[config.mk]
export PLATFORM = sky130hd
export DESIGN_NAME = rsa_scheduler
export DESIGN_NICKNAME = d
export VERILOG_FILES = /design/src/rtl/rsa_sched_pkg.sv /design/src/rtl/rsa_rr_arb2.sv /design/src/rtl/rsa_scheduler.sv
export SDC_FILE = /design/constraint.sdc
export NUM_CORES = 1
export LEC_CHECK = 0
export BUFFER_PORTS_ARGS = -buffer_cell sky130_fd_sc_hd__buf_2
export CAP_MARGIN = 20
export CORE_UTILIZATION = 44
export CTS_CLUSTER_DIAMETER = 50
export DETAILED_ROUTE_END_ITERATION = 7
export PLACE_DENSITY = 0.77
export SLEW_MARGIN = 20
export SYNTH_ARGS = -nofsm -noshare
export SYNTH_HDL_FRONTEND = slang
export SYNTH_SLANG_ARGS = --single-unit
[constraint.sdc]
create_clock -name clk -period 2.3 [get_ports clk]
set_input_delay 0.115 -clock clk [delete_from_list [all_inputs] [get_ports clk]]
set_output_delay 0.115 -clock clk [all_outputs]
set_load 0.02 [all_outputs]
[src/rtl/rsa_sched_pkg.sv]
// rtl/rsa_sched_pkg.sv - shared types and defaults for the rsa_unit scheduler
package rsa_sched_pkg;

   typedef enum logic [2:0] {
      ST_IDLE,
      ST_CLEAR,
      ST_RUN,
      ST_DONE,
      ST_ABORT
   } sched_state_t;

   localparam int REQ_SPI  = 0;
   localparam int REQ_GPIO = 1;

   localparam int DEF_CLR_CYCLES = 2;
   localparam int DEF_TIMEOUT    = 255;

endpackage

[src/rtl/rsa_rr_arb2.sv]
// rtl/rsa_rr_arb2.sv - two-way round-robin pick between pending requesters
module rsa_rr_arb2 (
   input  logic [1:0] pending_i,
   input  logic       owner_i,
   output logic [1:0] grant_o,
   output logic       valid_o
);

   // On a tie the requester that did not own the unit last goes next.
   always_comb begin
      grant_o = pending_i;
      if (pending_i == 2'b11) begin
         grant_o = owner_i ? 2'b01 : 2'b10;
      end
   end

   assign valid_o = |pending_i;

endmodule

[src/rtl/rsa_scheduler.sv]
// rtl/rsa_scheduler.sv - shares one rsa_unit between the SPI and GPIO requesters
module rsa_scheduler
   import rsa_sched_pkg::*;
#(
   parameter int WIDTH      = 8,
   parameter int CLR_CYCLES = DEF_CLR_CYCLES,
   parameter int TIMEOUT    = DEF_TIMEOUT
) (
   input  logic               clk,
   input  logic               rst,
   input  logic               ena,
   input  logic [1:0]         req_start,
   input  logic [1:0]         req_stop,
   input  logic [2*WIDTH-1:0] req_p,
   input  logic [2*WIDTH-1:0] req_e,
   input  logic [2*WIDTH-1:0] req_m,
   input  logic [2*WIDTH-1:0] req_const,
   output logic               rsa_en,
   output logic               rsa_rstb,
   output logic [WIDTH-1:0]   rsa_p,
   output logic [WIDTH-1:0]   rsa_e,
   output logic [WIDTH-1:0]   rsa_m,
   output logic [WIDTH-1:0]   rsa_const,
   input  logic               rsa_eoc,
   input  logic [WIDTH-1:0]   rsa_c,
   output logic [1:0]         pending,
   output logic               busy,
   output logic               owner,
   output logic [1:0]         done,
   output logic [1:0]         err,
   output logic [WIDTH-1:0]   result,
   output logic               result_id,
   output logic               irq
);

   sched_state_t     state_q;
   logic [1:0]       pending_q, pending_d;
   logic             owner_q;
   logic             rsa_en_q, rsa_rstb_q;
   logic [WIDTH-1:0] rsa_p_q, rsa_e_q, rsa_m_q, rsa_const_q;
   logic [1:0]       done_q, err_q;
   logic [WIDTH-1:0] result_q;
   logic             result_id_q;
   logic [7:0]       clr_cnt_q, tmo_q;

   logic [1:0]       eligible, grant, start_ok;
   logic             grant_vld, take, gsel;

   assign busy     = (state_q != ST_IDLE);
   assign eligible = pending_q & ~req_stop;
   // The running owner cannot queue a second job behind itself.
   assign start_ok = req_start & ~(busy ? (2'b01 << owner_q) : 2'b00);

   rsa_rr_arb2 u_arb (
      .pending_i (eligible),
      .owner_i   (owner_q),
      .grant_o   (grant),
      .valid_o   (grant_vld)
   );

   assign take      = (state_q == ST_IDLE) && ena && grant_vld;
   assign gsel      = grant[REQ_GPIO];
   assign pending_d = (pending_q | start_ok) & ~req_stop & ~(take ? grant : 2'b00);

   always_ff @(posedge clk or posedge rst) begin
      if (rst) begin
         state_q     <= ST_IDLE;
         pending_q   <= '0;
         owner_q     <= 1'(REQ_GPIO);
         rsa_en_q    <= 1'b0;
         rsa_rstb_q  <= 1'b0;
         rsa_p_q     <= '0;
         rsa_e_q     <= '0;
         rsa_m_q     <= '0;
         rsa_const_q <= '0;
         done_q      <= '0;
         err_q       <= '0;
         result_q    <= '0;
         result_id_q <= 1'b0;
         clr_cnt_q   <= '0;
         tmo_q       <= '0;
      end else begin
         pending_q <= pending_d;
         done_q    <= '0;
         err_q     <= '0;
         case (state_q)
            ST_IDLE: begin
               if (take) begin
                  owner_q     <= gsel;
                  rsa_p_q     <= gsel ? req_p[REQ_GPIO*WIDTH +: WIDTH]     : req_p[REQ_SPI*WIDTH +: WIDTH];
                  rsa_e_q     <= gsel ? req_e[REQ_GPIO*WIDTH +: WIDTH]     : req_e[REQ_SPI*WIDTH +: WIDTH];
                  rsa_m_q     <= gsel ? req_m[REQ_GPIO*WIDTH +: WIDTH]     : req_m[REQ_SPI*WIDTH +: WIDTH];
                  rsa_const_q <= gsel ? req_const[REQ_GPIO*WIDTH +: WIDTH] : req_const[REQ_SPI*WIDTH +: WIDTH];
                  clr_cnt_q   <= '0;
                  tmo_q       <= '0;
                  rsa_en_q    <= 1'b0;
                  rsa_rstb_q  <= 1'b0;
                  state_q     <= ST_CLEAR;
               end
            end
            ST_CLEAR: begin
               if (req_stop[owner_q]) begin
                  rsa_rstb_q      <= 1'b0;
                  rsa_en_q        <= 1'b0;
                  done_q[owner_q] <= 1'b1;
                  err_q[owner_q]  <= 1'b1;
                  state_q         <= ST_ABORT;
               end else if (clr_cnt_q == 8'(CLR_CYCLES - 1)) begin
                  rsa_rstb_q <= 1'b1;
                  rsa_en_q   <= 1'b1;
                  state_q    <= ST_RUN;
               end else begin
                  clr_cnt_q <= clr_cnt_q + 8'd1;
               end
            end
            ST_RUN: begin
               // A result arriving together with a stop is still delivered.
               if (rsa_eoc) begin
                  result_q        <= rsa_c;
                  result_id_q     <= owner_q;
                  done_q[owner_q] <= 1'b1;
                  rsa_en_q        <= 1'b0;
                  state_q         <= ST_DONE;
               end else if (req_stop[owner_q] || (tmo_q == 8'(TIMEOUT - 1))) begin
                  rsa_rstb_q      <= 1'b0;
                  rsa_en_q        <= 1'b0;
                  done_q[owner_q] <= 1'b1;
                  err_q[owner_q]  <= 1'b1;
                  state_q         <= ST_ABORT;
               end else begin
                  tmo_q <= tmo_q + 8'd1;
               end
            end
            default: state_q <= ST_IDLE;
         endcase
      end
   end

   assign pending   = pending_q;
   assign owner     = owner_q;
   assign rsa_en    = rsa_en_q;
   assign rsa_rstb  = rsa_rstb_q;
   assign rsa_p     = rsa_p_q;
   assign rsa_e     = rsa_e_q;
   assign rsa_m     = rsa_m_q;
   assign rsa_const = rsa_const_q;
   assign done      = done_q;
   assign err       = err_q;
   assign result    = result_q;
   assign result_id = result_id_q;
   assign irq       = |done_q;

endmodule

==> metrics.md, run 1 <==
| Metric | Value |
|---|---|
| Clock skew | 0.0104 ns |
| CP endpoint kind | flop |
| Final Max Slew Viols | 0 |
| Post-synth EDFFs | 0 |
| Nets | 548 |
| DRT iter0 DRCs | 140 |
| Core Area | 7210 um2 |
| Crit start category | flop |
| Maximum VDD drop | 0.567 mV |
| Run status | completed |
| Largest net degree at the start of global routing | 52 |
| Wire length per cell | 13.6 um |
| Max-cap violations | 0 |
| Vias in the first global route | 2737 |
| Post-Place Cell Area | 4090 um2 |
| Final instance area | 4330 um2 |
| Post-DP HPWL | 5760 um |
| Cell variety after synth | 40 |
| Yosys top cell area share | 0.522 |
| DR pass1 iterations | 6 |
| Congestion Overflow GR | 0 |
| Num CTS Buffers | 9 |
| Worst slew margin | 0.585 |
| I/O pins | 132 |
| Number of port buffers | 131 |
| Fin crit share | 0.914 |
| Vias per cell | 5.02 |
| DIE HEIGHT | 88.1 um |
| Fraction of layout cells with a size suffix above 1 | 0.372 |
| CTS clk-pin slew, worst paths | 0.07 ns |
| Die ar. | 7760 um2 |
| Worst-path maximum fanout | 4 |
| Hold Path Class | input port to flop |
| Cells after Synth | 317 |
| Final core occ | 0.600 |
| Clock buffer depth | 2 |
| Synthesis-stage register bit count | 69 |
| CTS tree | built |
| Post-route ant nets | 0 |
| Critical path class | flop to flop |
| Clock Latency Late Sink | 0.33 ns |
| CTS root buf | clkbuf_8 |
| Syn nets | 401 |
| Area leader, netlist | dfrtp_1 |
| Residual DRC | 0 |
| Yosys warning total | 0 |
| Initial antenna violation count | 0 |
| Area grow syn2layout | 32.8% |
| Flop2flop setup slack | 0.20 ns |
| Main synth FF type | dfrtp_1 |
| Post CTS Setup Buffer Count | 0 |
| Ant. Diodes | 0 |
| Tot GR Track Use | 0.202 |
| Arr. time, crit path | 2.31 ns |
| Slew @ Worst Pin | 0.622 ns |
| Fmax | 476 MHz |
| First-pass GRT wire length | 12200 um |
| Ys async rst share | 1.00 |
| P_leak | 2.37 nW |
| Die width | 88.1 um |
| Routed wire length | 7720 um |
| Final hold slack | 0.0125 ns |
| CP Data Required Time | 2.51 ns |
| H-tree levels | 3 |
| Syn avg cell area | 10.3 um2 |
| Setup violators final | 0 |
| GPL Wtd Cong | 0.858 |
| Row Count | 31 |
| RSZ-0062 raised after global routing | false |
| Setup TNS Final | 0 ns |
| Final Hold Viols | 0 |
| Routed vias | 2845 |
| Initial core utilization | 0.452 |
| Sink Count | 69 |
| Top cells by area, synth | dfrtp_1, mux2i_1, o21ai_0 |
| Power Dens Cells | 1100 nW/um2 |
| Synth Cell Area | 3260 um2 |
| Tmin final | 2.10 ns |
| Seq/Total Area, Yosys | 0.530 |
-- through the flow --
stage / setup slack, ns / cells / power [mW]
floorplan: 0.122 / 317 / 3.15
global placement: 0.126 / 546 / 3.79
detailed placement: 0.0651 / 546 / 3.88
CTS: 0.0646 / 567 / 4.83
global route: 0.114 / 567 / 5.13
finish: 0.199 / 567 / 4.78
-- cells in the mapped netlist (4+ instances only) --
cell,n
inv_1,5
and2_1,4
and3_1,4
mux2_2,9
ha_1,4
a21oi_1,5
o21ai_0,54
nor2_1,13
dfrtp_1,68
mux2i_1,34
clkbuf_1,9
o31ai_1,4
nand2_1,60
nand3_1,5
-- routing by layer --
metal	global-route usage	share of wire	up-vias
li1	-	-	1400
met1	0.253	0.43	1367
met2	0.351	0.53	73
met3	0.0320	0.031	5
met4	0.0792	0.0049	0
met5	0	0	-
-- worst max-delay path: stages (launching register included) --
cell,delay [ns]
dfrtp_1,0.37
inv_1,0.06
ha_1,0.13
or4b_4,0.47
o211a_4,0.29
a2111oi_4,0.24
nand2_1,0.10
mux2_1,0.32
-- registers in the layout, summed over array words and instances (netlist names), 2 cells and up --
signal / cells
rsa_m: 8
rsa_p: 8
rsa_const: 8
err: 2
tmo_q: 8
done: 2
result: 8
pending: 2
rsa_e: 8
clr_cnt_q: 8
state_q: 3
-- kinds of logic (layout without fill, tap and decap cells) --
group / Yosys count / after routing / share of synthesized area
xor+xnor: 2 / 2 / 0.00537
mux: 45 / 45 / 0.142
compound gates: 77 / 77 / 0.142
simple gates: 102 / 102 / 0.143
flops: 69 / 69 / 0.530
fa+ha+maj: 4 / 4 / 0.0153
buf+inv: 18 / 169 / 0.0230
-- placed cells by master, fill, tap and decap left out, types with 6 or more instances in the layout --
master / instances
mux2i_1: 34
nand2_1: 59
mux2_2: 9
dfrtp_1: 68
o21ai_0: 54
buf_2: 131
buf_4: 11
dlygate4sd3_1: 6
nor2_1: 13
clkbuf_8: 9
-- layout make-up --
cell class / instances / area (um2)
flip-flops and latches: 69 / 1730
repair buffers: 149 / 818
clock inverters: 5 / 52.6
well taps: 99 / 124
fillers: 655 / 2880
clock buffers: 10 / 128
inverters: 5 / 18.8
multi-input cells: 230 / 1460
-- path summary, 6_finish.rpt --
path | startpoint | to | cells after the start
max | clr_cnt_q[1] | rsa_en | 7
max reg2reg | clr_cnt_q[1] | rsa_en | 7
max in group asynchronous | rst | rsa_p[3] | 4
min reg2reg | rsa_const[5] | rsa_const[5] | 2
min in group asynchronous | rst | rsa_e[6] | 3
min | rsa_c[1] | result[1] | 2
-- repair_timing --
action	in CTS	in global routing
hold buffers	6	0
endpoints found under the hold margin	29	0
endpoints found under the setup margin	0	1
resized for setup	0	0
-- report_power, final --
| group | total, mW | internal (mW) | switching, mW |
|---|---|---|---|
| Combinational | 1.99 | 0.758 | 1.24 |
| Sequential | 1.87 | 1.62 | 0.242 |
| Clock | 0.921 | 0.489 | 0.432 |
| Total | 4.78 | 2.87 | 1.91 |
(Power assumes the default switching activity.)
==> inputs of run 2 (changes only) <==
==> constraint.sdc (replaced) <==
create_clock -name clk -period 1.88 [get_ports clk]
set_input_delay 0.094 -clock clk [delete_from_list [all_inputs] [get_ports clk]]
set_output_delay 0.094 -clock clk [all_outputs]
set_load 0.02 [all_outputs]
==> run 2 against run 1 <==
The run now ends with setup timing left. Global-route usage decreased by 0.076 points. Via count grew 0.98%. Critical endpoint is now rsa_rstb. Cell area increased by 4.6%.
==> metrics.md, run 2 (synthesis gave the netlist of run 1 again) <==
| Metric | Value |
|---|---|
| Core Area | 7210 um2 (unchanged) |
| Maximum VDD drop | 0.682 mV (+20%) |
| Met3 Wirelength | 318 um (+35%) |
| Register-to-Register Path Depth | 7 (unchanged) |
| Vias in the first global route | 2599 (-5.0%) |
| Tot GR Track Use | 0.201 (-0.000761) |
| Met1 WL | 3110 um (-6.2%) |
| Clock skew | 0.0104 ns (-0.0000198 ns) |
| Die ar. | 7760 um2 (unchanged) |
| Clock buffer depth | 2 (unchanged) |
| Run status | finished, violations left |
| Final Hold Viols | 0 (unchanged) |
| Row Count | 31 (unchanged) |
| H-tree levels | 3 (unchanged) |
| Worst slack, placed | -0.204 ns (-0.269 ns) |
| CTS root buf | clkbuf_8 |
| Worst-path maximum fanout | 3 (-1) |
| Failing checks | setup timing |
| Congestion Overflow GR | 0 (unchanged) |
| Fmax | 480 MHz (+0.85%) |
| FILL cells | 630 (-3.8%) |
| Ant. Diodes | 0 (unchanged) |
| RSZ-0062 raised after global routing | true |
| CP Data Required Time | 2.11 ns (-0.40 ns) |
| Die width | 88.1 um (unchanged) |
| Sink Count | 69 (unchanged) |
| Final Max Slew Viols | 0 (unchanged) |
| DRT iter0 DRCs | 81 (-42%) |
| Wire length per cell | 12.9 um (-5.2%) |
| Post-DP HPWL | 5310 um (-7.9%) |
| Routed wire length | 7530 um (-2.5%) |
| CTS tree | built |
| Power Dens Cells | 1350 nW/um2 (+22%) |
| Num CTS Buffers | 9 (unchanged) |
| Slew @ Worst Pin | 0.482 ns (-0.140 ns) |
| CTS clk-pin slew, worst paths | 0.08 ns (about the same) |
| Residual DRC | 0 (unchanged) |
| Worst slew margin | 0.675 (+0.0906) |
| First-pass GRT wire length | 11800 um (-2.9%) |
| Post-route ant nets | 0 (unchanged) |
| Fin crit share | 1.11 (+0.195) |
| Vias per cell | 4.93 (-1.8%) |
| Hold Path Class | input port to flop |
| Max-cap violations | 0 (unchanged) |
| Largest net degree at the start of global routing | 70 (+35%) |
| DIE HEIGHT | 88.1 um (unchanged) |
| Arr. time, crit path | 2.32 ns (about the same) |
| Setup violators final | 5 (+5) |
| Tmin final | 2.08 ns (-0.0177 ns) |
| Commonest non-fill, non-tap cell in the layout | buf_2 |
| Met2 routed WL | 4000 um (-3.2%) |
| P_leak | 2.48 nW (+4.7%) |
| Initial core utilization | 0.452 (unchanged) |
| DR pass1 iterations | 5 (-1) |
| Routed vias | 2873 (+0.98%) |
| Area grow syn2layout | 38.9% |
| Nets | 563 (+2.7%) |
| Setup TNS Final | -0.483 ns (-0.483 ns) |
| Most frequent cells in the layout | buf_2, dfrtp_1, nand2_1 |
| Clock Latency Late Sink | 0.35 ns (+0.02 ns) |
| Number of port buffers | 131 (unchanged) |
| I/O pins | 132 (unchanged) |
| Top sig layer | met4 |
| Hold path depth | 3 (+1) |
| Initial antenna violation count | 0 (unchanged) |
| Post-route setup slack | -0.203 ns (-0.402 ns) |
| GPL Wtd Cong | 0.804 (-6.3%) |
| CP endpoint kind | flop |
| Crit start category | flop |
| Fraction of layout cells with a size suffix above 1 | 0.395 (+0.0228) |
| Critical path class | flop to flop |
-- run 2: cell types whose count changed in the layout (fill, tap and decap cells not counted), sizes merged --
cell,before,now
clkbuf,10,11
buf,143,154
dlygate4sd3,6,10
inv,5,6
clkinvlp,1,0
-- run 2: path summary, 6_finish.rpt --
path	from	slack, ns	to
worst max-delay path	clr_cnt_q[1]	-0.20	rsa_rstb
worst min register to register	rsa_e[5]	0.48	rsa_e[5]
min in group asynchronous	rst	0.37	rsa_e[3]
max in group asynchronous	rst	1.18	owner
worst max register to register	clr_cnt_q[1]	-0.20	rsa_rstb
worst min-delay path	req_const[8]	0.03	rsa_const[0]
-- run 2: critical path: stages, from the launching register on --
cell and delay, ns:
dfrtp_1 0.38, inv_1 0.06, ha_1 0.13, or4b_4 0.47, o211a_4 0.25, a2111oi_4 0.25, nand2_1 0.12, mux2_4 0.31
-- run 2: per-stage QoR --
step / area (um2) / hold WS, ns / instances / power (mW) / utilization
final: 4530 / 0.0260 / 583 / 6.13 / 0.628
after global placement: 4180 / 0.203 / 554 / 4.73 / 0.579
after global routing: 4530 / 0.0272 / 583 / 6.57 / 0.628
after detailed placement: 4180 / 0.202 / 554 / 4.82 / 0.579
after CTS: 4500 / 0.0124 / 581 / 6.13 / 0.623
after floorplan: 3270 / 0.160 / 317 / 3.87 / -
-- run 2: cell type report --
cell class	count	area (um2)	area share
Sequential cell	69	1730	0.381
Inverter	5	18.8	0.00414
Timing Repair Buffer	164	966	0.213
Clock buffer	11	151	0.0334
Multi-Input combinational cell	230	1480	0.328
Tap cell	99	124	0.0273
Clock inverter	5	57.6	0.0127
-- run 2: report_power, final --
group          internal, mW  switching (mW)  leakage (nW)
Clock                 0.687           0.565         0.110
Sequential             1.99           0.279         0.895
Combinational          1.06            1.55          1.48
Total                  3.73            2.39          2.48
-- run 2: per-layer routing --
layer	GRT usage	vias to the layer above
met4	0.0968	0
met1	0.237	1347
met5	0	-
met3	0.0349	10
met2	0.357	80
li1	-	1436
-- run 2: what timing repair did --
action,4_1_cts,5_1_grt
gates resized for setup,2,6
pin swaps,1,3
hold buffers,10,0
endpoints found under the hold margin,77,0
gates cloned,0,0
setup endpoints to repair,5,43
buffers inserted,1,2
==> inputs of run 3 (changes only) <==
--- a/config.mk
+++ b/config.mk
@@ -7,6 +7,7 @@
 export LEC_CHECK = 0
 export BUFFER_PORTS_ARGS = -buffer_cell sky130_fd_sc_hd__buf_2
 export CAP_MARGIN = 20
+export CORE_MARGIN = 10
 export CORE_UTILIZATION = 44
 export CTS_CLUSTER_DIAMETER = 50
 export DETAILED_ROUTE_END_ITERATION = 7
==> run 3 against run 2 <==
The flow still finishes with violations (setup timing). Register-to-register slack better by 0.03 ns. Combinational power barely moved. Count of clock-buffer cells in the layout decreased by 1. Clock power increased by 18%. Sequential power is essentially flat. Critical path type unchanged. Wire length is 15% higher. Worst setup slack improved by 0.031 ns. Clock skew up 0.0015 ns. Maximum frequency up 1.5%. Utilization rose by 0.85 points. Cell area rose by 1.4%.
==> metrics.md, run 3 (synthesis gave the netlist of run 1 again) <==
| Metric | Value |
|---|---|
| Run status | finished, violations left |
| Failing checks | setup timing |
| Worst slew margin | 0.683 (+0.00788) |
| Most frequent cells in the layout | buf_2, dfrtp_1, nand2_1 |
| GPL Wtd Cong | 0.801 (-0.41%) |
| RSZ-0062 raised after global routing | true |
| CTS clk-pin slew, worst paths | 0.07 ns (about the same) |
| CTS root buf | clkbuf_8 |
| Congestion Overflow GR | 0 (unchanged) |
| Setup TNS Final | -0.344 ns (+0.139 ns) |
| I/O pins | 132 (unchanged) |
| Power Dens Cells | 1390 nW/um2 (+2.6%) |
| Residual DRC | 0 (unchanged) |
| CP endpoint kind | flop |
| Slew @ Worst Pin | 0.470 ns (-0.0117 ns) |
| Final core occ | 0.636 (+0.00850) |
| Tot GR Track Use | 0.157 (-0.0446) |
| Slowest CP cell | or4b_4 |
| Fraction of layout cells with a size suffix above 1 | 0.404 (+0.00950) |
| Fmax | 487 MHz (+1.5%) |
| Final Max Slew Viols | 0 (unchanged) |
| Post-route ant nets | 0 (unchanged) |
| Nets | 564 (+0.18%) |
| Setup violators final | 2 (-3) |
| Non-Filler Instances | 584 (+0.17%) |
| First-pass GRT wire length | 14700 um (+24%) |
| DIE HEIGHT | 106 um (+20%) |
| Crit. Startpoint | clr_cnt_q[1] |
| DR pass1 iterations | 4 (-1) |
| H-tree levels | 3 (unchanged) |
| Critical path class | flop to flop |
| Worst slack, placed | -0.192 ns (+0.0115 ns) |
| Ant. Diodes | 0 (unchanged) |
| Vias per cell | 4.95 (+0.35%) |
| Max-cap violations | 0 (unchanged) |
| Worst-path maximum fanout | 3 (unchanged) |
| Maximum VDD drop | 0.564 mV (-17%) |
| Post-DP HPWL | 6630 um (+25%) |
| Arr. time, crit path | 2.27 ns (-0.05 ns) |
| Initial core utilization | 0.452 (unchanged) |
| Fin crit share | 1.09 (-0.0165) |
| Crit start category | flop |
| Initial antenna violation count | 0 (unchanged) |
| Num CTS Buffers | 9 (unchanged) |
| Final instance area | 4590 um2 (+1.4%) |
| Wire length per cell | 14.9 um (+15%) |
| CP Data Required Time | 2.10 ns (about the same) |
| Tmin final | 2.05 ns (-0.0310 ns) |
| Routed wire length | 8680 um (+15%) |
| Crit-path cells | inv_1, ha_1, or4b_4, o211a_4, a2111oi_4, nand2_1, mux2_4 |
| Area grow syn2layout | 40.7% |
| Number of port buffers | 131 (unchanged) |
| Reg2reg start | clr_cnt_q[1] |
| Post-Place Cell Area | 4210 um2 (+0.84%) |
| P_leak | 2.50 nW (+0.63%) |
| Hold Path Origin | req_stop[1] |
| Post-route setup slack | -0.172 ns (+0.0310 ns) |
| Commonest non-fill, non-tap cell in the layout | buf_2 |
| Sink Count | 69 (unchanged) |
| Final Hold Viols | 0 (unchanged) |
| Placed insts | 557 (+0.54%) |
| Clock skew | 0.0120 ns (+0.00155 ns) |
| Die ar. | 11300 um2 (+45%) |
| Routed vias | 2888 (+0.52%) |
| CTS tree | built |
| Clock Latency Late Sink | 0.34 ns (about the same) |
| DRT iter0 DRCs | 113 (+40%) |
| Core Area | 7210 um2 (unchanged) |
| Largest net degree at the start of global routing | 70 (unchanged) |
| CP peak stage delay | 0.47 ns (about the same) |
| Die width | 106 um (+20%) |
| Vias in the first global route | 3086 (+19%) |
| Row Count | 31 (unchanged) |
| Hold Path Class | input port to flop |
| Clock buffer depth | 2 (unchanged) |
## run 3: per-layer routing
| metal | vias up | routed length, um | track usage |
|---|---|---|---|
| met5 | - | 0 | 0 |
| met4 | 0 | 143 | 0.0619 |
| met3 | 12 | 473 | 0.0368 |
| met2 | 78 | 4590 | 0.283 |
| met1 | 1358 | 3470 | 0.174 |
| li1 | 1440 | - | - |
## run 3: critical path: cells and delay by family (launching register included)
| family | cells | cell delay [ns] |
|---|---|---|
| compound gates | 2 | 0.48 |
| fa+ha+maj | 1 | 0.13 |
| buf+inv | 1 | 0.06 |
| flops | 1 | 0.38 |
| mux | 1 | 0.31 |
| simple gates | 2 | 0.59 |
## run 3: final timing paths
| path | end | depth (start not counted) | slack, ns |
|---|---|---|---|
| worst max-delay path | rsa_en | 7 | -0.17 |
| worst min-delay path | pending[1] | 2 | 0.03 |
| worst max register to register | rsa_en | 7 | -0.17 |
| worst min register to register | rsa_p[5] | 2 | 0.48 |
| max in group asynchronous | state_q[1] | 4 | 1.19 |
| min in group asynchronous | rsa_e[6] | 4 | 0.38 |
## run 3: final cells by class
cell class                      count  area (um2)
Sequential cell                    69        1730
Clock buffer                       10         138
Tap cell                           99         124
Inverter                            5        18.8
Clock inverter                      6         110
Timing Repair Buffer              165         973
Multi-Input combinational cell    230        1500
Fill cell                         626        2620
## run 3: timing repair
action / CTS / global route
setup buffers: 0 / 1
endpoints found under the hold margin: 77 / 0
gates resized for setup: 2 / 6
pin swaps: 0 / 1
cloned: 0 / 0
setup endpoints to repair: 4 / 13
hold buffers: 10 / 0
## run 3: power by group
group          leakage (nW)  internal, mW  total [mW]  switching (mW)
Sequential            0.893          1.99        2.28           0.287
Combinational          1.49          1.05        2.63            1.57
Clock                 0.119         0.915        1.47           0.555
## run 3: metrics by stage
stage	power (mW)	hold slack [ns]
6_report	6.37	0.0338
4_1_cts	6.41	0.0192
2_1_floorplan	3.87	0.160
3_5_place_dp	4.90	0.203
3_3_place_gp	4.81	0.196
5_1_grt	6.80	0.0347
